==> src/rtl/gpr_bank_pkg.sv <==
// gpr_bank_pkg: default widths and bus FSM state encoding shared by the register bank
package gpr_bank_pkg;
  localparam int DATA_WIDTH_D = 16;
  localparam int ADDR_WIDTH_D = 3;
  localparam logic [2:0] S_IDLE = 3'd0;
  localparam logic [2:0] S_CAPT = 3'd1;
  localparam logic [2:0] S_RD   = 3'd2;
  localparam logic [2:0] S_WR   = 3'd3;
  localparam logic [2:0] S_DONE = 3'd4;
endpackage

==> src/rtl/gpr_bank_bus_fsm.sv <==
// gpr_bus_fsm: cs/read/rdy bus handshake that captures a request and sequences one register access
module gpr_bus_fsm
  import gpr_bank_pkg::*;
#(
  parameter int DATA_WIDTH = DATA_WIDTH_D,
  parameter int ADDR_WIDTH = ADDR_WIDTH_D
) (
  input  logic                  clk,
  input  logic                  rst,
  input  logic                  cs,
  input  logic                  read,
  input  logic [ADDR_WIDTH-1:0] address,
  input  logic [DATA_WIDTH-1:0] bus_wd,
  input  logic                  stall,
  output logic                  rdy,
  output logic                  ack,
  output logic                  bus_rd_en,
  output logic                  bus_wr_en,
  output logic [ADDR_WIDTH-1:0] bus_addr,
  output logic [DATA_WIDTH-1:0] bus_wdata
);
  logic [2:0]            r_state;
  logic                  r_read;
  logic [ADDR_WIDTH-1:0] r_addr;
  logic [DATA_WIDTH-1:0] r_wdata;
  logic [2:0]            w_next;
  // next state: a bus write waits in WR for as long as the direct port is writing
  always_comb begin
    w_next = (r_state == S_IDLE) ? (cs ? S_CAPT : S_IDLE) :
             (r_state == S_CAPT) ? (r_read ? S_RD : S_WR) :
             (r_state == S_RD)   ? S_DONE :
             (r_state == S_WR)   ? (stall ? S_WR : S_DONE) : S_IDLE;
  end
  // state register plus request capture, taken only when idle so cs elsewhere is ignored
  always_ff @(posedge clk) begin
    if (rst) begin
      r_state <= S_IDLE;
      r_read  <= 1'b0;
      r_addr  <= '0;
      r_wdata <= '0;
    end else begin
      r_state <= w_next;
      if (r_state == S_IDLE && cs) begin
        r_read  <= read;
        r_addr  <= address;
        r_wdata <= bus_wd;
      end
    end
  end
  assign rdy       = (r_state == S_IDLE);
  assign ack       = (r_state == S_DONE);
  assign bus_rd_en = (r_state == S_RD);
  assign bus_wr_en = (r_state == S_WR) && !stall;
  assign bus_addr  = r_addr;
  assign bus_wdata = r_wdata;
endmodule

==> src/rtl/gpr_bank.sv <==
// gpr_bank: register file with two registered read ports, a priority direct write port and a bus port
module gpr_bank
  import gpr_bank_pkg::*;
#(
  parameter int DATA_WIDTH = DATA_WIDTH_D,
  parameter int ADDR_WIDTH = ADDR_WIDTH_D,
  parameter int ZERO_REG   = 0,
  parameter int BYPASS     = 1
) (
  input  logic                  clk,
  input  logic                  rst,
  input  logic [ADDR_WIDTH-1:0] ra_addr,
  output logic [DATA_WIDTH-1:0] ra_data,
  input  logic [ADDR_WIDTH-1:0] rb_addr,
  output logic [DATA_WIDTH-1:0] rb_data,
  input  logic                  we,
  input  logic [ADDR_WIDTH-1:0] waddr,
  input  logic [DATA_WIDTH-1:0] wdata,
  input  logic                  cs,
  input  logic                  read,
  input  logic [ADDR_WIDTH-1:0] address,
  input  logic [DATA_WIDTH-1:0] bus_wd,
  output logic [DATA_WIDTH-1:0] bus_rd,
  output logic                  rdy,
  output logic                  ack
);
  localparam int DEPTH = 1 << ADDR_WIDTH;
  logic [DATA_WIDTH-1:0] r_mem [DEPTH];
  logic                  w_bus_rd_en;
  logic                  w_bus_wr_en;
  logic [ADDR_WIDTH-1:0] w_bus_addr;
  logic [DATA_WIDTH-1:0] w_bus_wdata;
  logic [DATA_WIDTH-1:0] w_ra;
  logic [DATA_WIDTH-1:0] w_rb;
  logic [DATA_WIDTH-1:0] w_bus_q;
  logic                  w_we_ok;
  logic                  w_bus_ok;
  gpr_bus_fsm #(
    .DATA_WIDTH(DATA_WIDTH),
    .ADDR_WIDTH(ADDR_WIDTH)
  ) u_fsm (
    .clk      (clk),
    .rst      (rst),
    .cs       (cs),
    .read     (read),
    .address  (address),
    .bus_wd   (bus_wd),
    .stall    (we),
    .rdy      (rdy),
    .ack      (ack),
    .bus_rd_en(w_bus_rd_en),
    .bus_wr_en(w_bus_wr_en),
    .bus_addr (w_bus_addr),
    .bus_wdata(w_bus_wdata)
  );
  // read muxes: hardwired zero beats bypass; the bus read path never bypasses
  always_comb begin
    w_we_ok  = we && !(ZERO_REG != 0 && waddr == '0);
    w_bus_ok = w_bus_wr_en && !(ZERO_REG != 0 && w_bus_addr == '0);
    w_ra     = (ZERO_REG != 0 && ra_addr == '0) ? '0 :
               (BYPASS != 0 && we && waddr == ra_addr) ? wdata : r_mem[ra_addr];
    w_rb     = (ZERO_REG != 0 && rb_addr == '0) ? '0 :
               (BYPASS != 0 && we && waddr == rb_addr) ? wdata : r_mem[rb_addr];
    w_bus_q  = (ZERO_REG != 0 && w_bus_addr == '0) ? '0 : r_mem[w_bus_addr];
  end
  // storage: the direct port always wins over a bus commit
  always_ff @(posedge clk) begin
    if (rst) begin
      for (int i = 0; i < DEPTH; i++) r_mem[i] <= '0;
    end else if (w_we_ok) begin
      r_mem[waddr] <= wdata;
    end else if (w_bus_ok) begin
      r_mem[w_bus_addr] <= w_bus_wdata;
    end
  end
  // registered read outputs; bus_rd only updates when a bus read completes
  always_ff @(posedge clk) begin
    if (rst) begin
      ra_data <= '0;
      rb_data <= '0;
      bus_rd  <= '0;
    end else begin
      ra_data <= w_ra;
      rb_data <= w_rb;
      if (w_bus_rd_en) bus_rd <= w_bus_q;
    end
  end
endmodule

==> config.mk <==
export PLATFORM = sky130hd
export DESIGN_NAME = gpr_bank
export DESIGN_NICKNAME = d
export VERILOG_FILES = /design/src/rtl/gpr_bank_pkg.sv /design/src/rtl/gpr_bank_bus_fsm.sv /design/src/rtl/gpr_bank.sv
export SDC_FILE = /design/constraint.sdc
export NUM_CORES = 1
export LEC_CHECK = 0
export BUFFER_PORTS_ARGS = -buffer_cell sky130_fd_sc_hd__buf_2
export CAP_MARGIN = 10
export CELL_PAD_IN_SITES_DETAIL_PLACEMENT = 2
export CELL_PAD_IN_SITES_GLOBAL_PLACEMENT = 2
export CORE_ASPECT_RATIO = 0.7
export CORE_MARGIN = 2
export CORE_UTILIZATION = 34
export DETAILED_ROUTE_END_ITERATION = 10
export PLACE_DENSITY_LB_ADDON = 0.1
export SKIP_CTS_REPAIR_TIMING = 1
export SLEW_MARGIN = 20
export SYNTH_ARGS = -nofsm -noshare
export SYNTH_HDL_FRONTEND = slang
export SYNTH_SLANG_ARGS = --single-unit
==> constraint.sdc <==
create_clock -name clk -period 5 [get_ports clk]
set_input_delay 1 -clock clk [delete_from_list [all_inputs] [get_ports clk]]
set_output_delay 1 -clock clk [all_outputs]
set_load 0.005 [all_outputs]
==> results.py <==
metrics = {
    "outcome": {
        "status": "complete, no violations",
    },
    "timing": {
        "finalHoldViolations": 0,
        "final.setup.tns_ps": 0,
        "max_freq_ghz": 0.305,
        "period_share_pct": 65.6,
        "setup_viol": 0,
        "rsz0062_at_grt": "no",
        "worst_pin_slew_ps": 1030,
        "skew_ps": 20.0,
        "relSlewSlack_pct": 31.4,
        "final.min_clock_period_ps": 3280,
        "worst_slack_ps": 1720,
        "slew_viol_final": 0,
    },
    "cts": {
        "cts_num_sinks": 217,
        "cts_tree": "built",
        "cts-htree-levels": 1,
        "cts-root-buf": "clkbuf_16",
        "clk_pin_slew_ps": 60,
        "numCtsBuffers": 24,
        "clock_latency_ps": 550,
        "clockBufferDepth": 3,
    },
    "place": {
        "placedCellCount": 1349,
        "port_buffers": 98,
        "dp_hpwl_um": 31500,
        "gp_congestion": 0.830,
        "place_area_um2": 12100,
        "pre_cts_ws_ps": 1150,
    },
    "drt": {
        "drc": 0,
        "post_drt_via_cell_ratio": 6.10,
        "wl_um": 42600,
        "vias": 8485,
        "drtAntennaViolNets": 0,
        "detail_route.wl_per_cell_um": 30.6,
        "drt_iter0_markers": 809,
        "first_pass_iters": 5,
    },
    "floorplan": {
        "rows": 56,
        "fp.dieH_um": 158,
        "dieArea_um2": 35400,
        "ios": 99,
        "core_um2": 33400,
        "die_w_um": 224,
        "initial_core_util_pct": 34.4,
    },
    "setup_path": {
        "worstPathRequired_ps": 5170,
        "cp-end-kind": "register",
        "reg2reg_to": "r_mem[2][10]",
        "cp.arrival_ps": 3450,
        "worst_setup_path_start_kind": "input pin",
        "rr_worst_depth": 4,
        "worstSetupPathType": "input pin to register",
        "path_max_fanout": 42,
        "r2r_slack_ps": 2040,
        "r2r-start": "u_fsm.r_state[1]",
    },
    "finish": {
        "instances_no_fill": 1391,
        "n_antenna_cell": 0,
        "fin_nets": 989,
        "fin_area_um2": 12800,
        "syn_to_final_growth_pct": 11.3,
        "drive_gt1_share_pct": 26.8,
    },
    "power_and_ir_drop": {
        "p_per_area_nw_per_um2": 338,
        "leakagePower_nw": 4.62,
        "p_total_mw": 4.33,
        "vdd_drop_max_mv": 0.208,
    },
    "grt": {
        "grt_max_degree": 43,
        "grt_pass1_vias": 8560,
        "grt_overflow": 0,
        "grt_use_total_pct": 24.2,
        "grt_pass1_wl_um": 61900,
        "antenna_found_initial": 4,
    },
    "yosys": {
        "synth_largest_area_cell": "edfxtp_1",
        "async_flop_share_pct": 0,
        "synth_top_area_share_pct": 33.4,
        "synth_commonest_cells": "edfxtp_1 (128), a22o_1 (96), mux2i_1 (96)",
        "synth.avg_cell_area_um2": 12.5,
        "yosysMostFrequentCell": "edfxtp_1",
        "ys.flop_type": "edfxtp_1",
        "synth_cells": 924,
        "syn_nets": 973,
        "ys_warn_count": 0,
        "syn_area_um2": 11500,
        "synth_edf_count": 128,
        "ys_seq_elements": 217,
        "synth_area_leaders": "edfxtp_1 (33%), dfxtp_1 (15%), mux4_2 (13%), mux2i_1 (8.4%), a22o_1 (7.3%)",
        "yosysSeqAreaShare_pct": 48.9,
        "synthDistinctLibCells": 43,
    },
    "hold_path": {
        "holdCritPathClass": "register to register",
        "hold-path-endpoint": "u_fsm.r_read",
        "min_path_cells": 2,
        "min-delay-start": "u_fsm.r_read",
    },
    "flow_run": {
        "max_cap_violations": 0,
    },
}
==> power breakdown <==
group,total [mW],switching [mW],internal (mW)
sequential,2.12,0.130,1.99
combinational,0.527,0.304,0.223
clock,1.69,0.733,0.953
total,4.33,1.17,3.16
==> metrics by stage <==
step                      hold WS [ps]  util [%]
after floorplan                    437         -
after global placement             449      36.1
after detailed placement           472      36.1
after CTS                          482      38.3
after global routing               498      38.3
final                              474      38.3
==> how the worst max path moves through the flow <==
stage,depth (start not counted),from,to
floorplan,6,waddr[1],r_mem[6][0]
global placement,5,rst,r_mem[4][13]
detailed placement,5,rst,r_mem[4][7]
CTS,5,rst,r_mem[4][5]
global route,5,rst,r_mem[4][14]
finish,5,rst,r_mem[4][5]
==> per-layer routing <==
metal / track usage [%] / wire length [um] / vias up
li1: - / - / 3621
met1: 36.9 / 20500 / 4451
met2: 33.8 / 17100 / 371
met3: 7.76 / 4470 / 42
met4: 3.30 / 464 / 0
met5: 0 / 0 / -
==> worst max-delay path, stage by stage <==
cell and delay (ps):
buf_2 270, buf_4 360, or3b_4 500, nor3b_4 640, or3_1 640
==> cells in the final DEF, fill, tap and decap left out, types with 2 or more instances in the layout <==
master     count
mux4_2        64
clkbuf_1       6
dfxtp_1       88
a22oi_1       16
nand2b_1       2
nor3_1         2
and4_1         2
xor2_1         6
mux2_2        32
a221o_1        2
or3_1          6
and4b_1        4
nor2b_1        5
a22o_1        96
nand3_1       48
a32o_1        16
clkinv_1       3
clkbuf_16     25
nor4_1         2
nor2_1        34
edfxtp_1     128
a21oi_1       69
and2_1         3
clkbuf_8       3
nand2_1       58
buf_2         98
and3_1         2
mux2i_1       96
buf_4         17
and3b_1        2
clkinv_2       4
==> logic make-up after synthesis <==
| group | after synthesis | synth area share [%] |
|---|---|---|
| flip-flops | 217 | 48.9 |
| AO/OA/AOI/OAI | 202 | 13.3 |
| multiplexers | 192 | 24.0 |
| AND/OR/NAND/NOR | 182 | 8.08 |
| buffers and inverters | 125 | 5.31 |
| XOR/XNOR | 6 | 0.457 |
==> layout make-up <==
cell class | count | area (um^2)
Fill cell | 3402 | 20600
Sequential cell | 217 | 5630
Clock buffer | 34 | 689
Multi-Input combinational cell | 582 | 5290
Clock inverter | 8 | 38.8
Timing Repair Buffer | 115 | 618
Tap cell | 435 | 544
(Power assumes the default switching activity.)
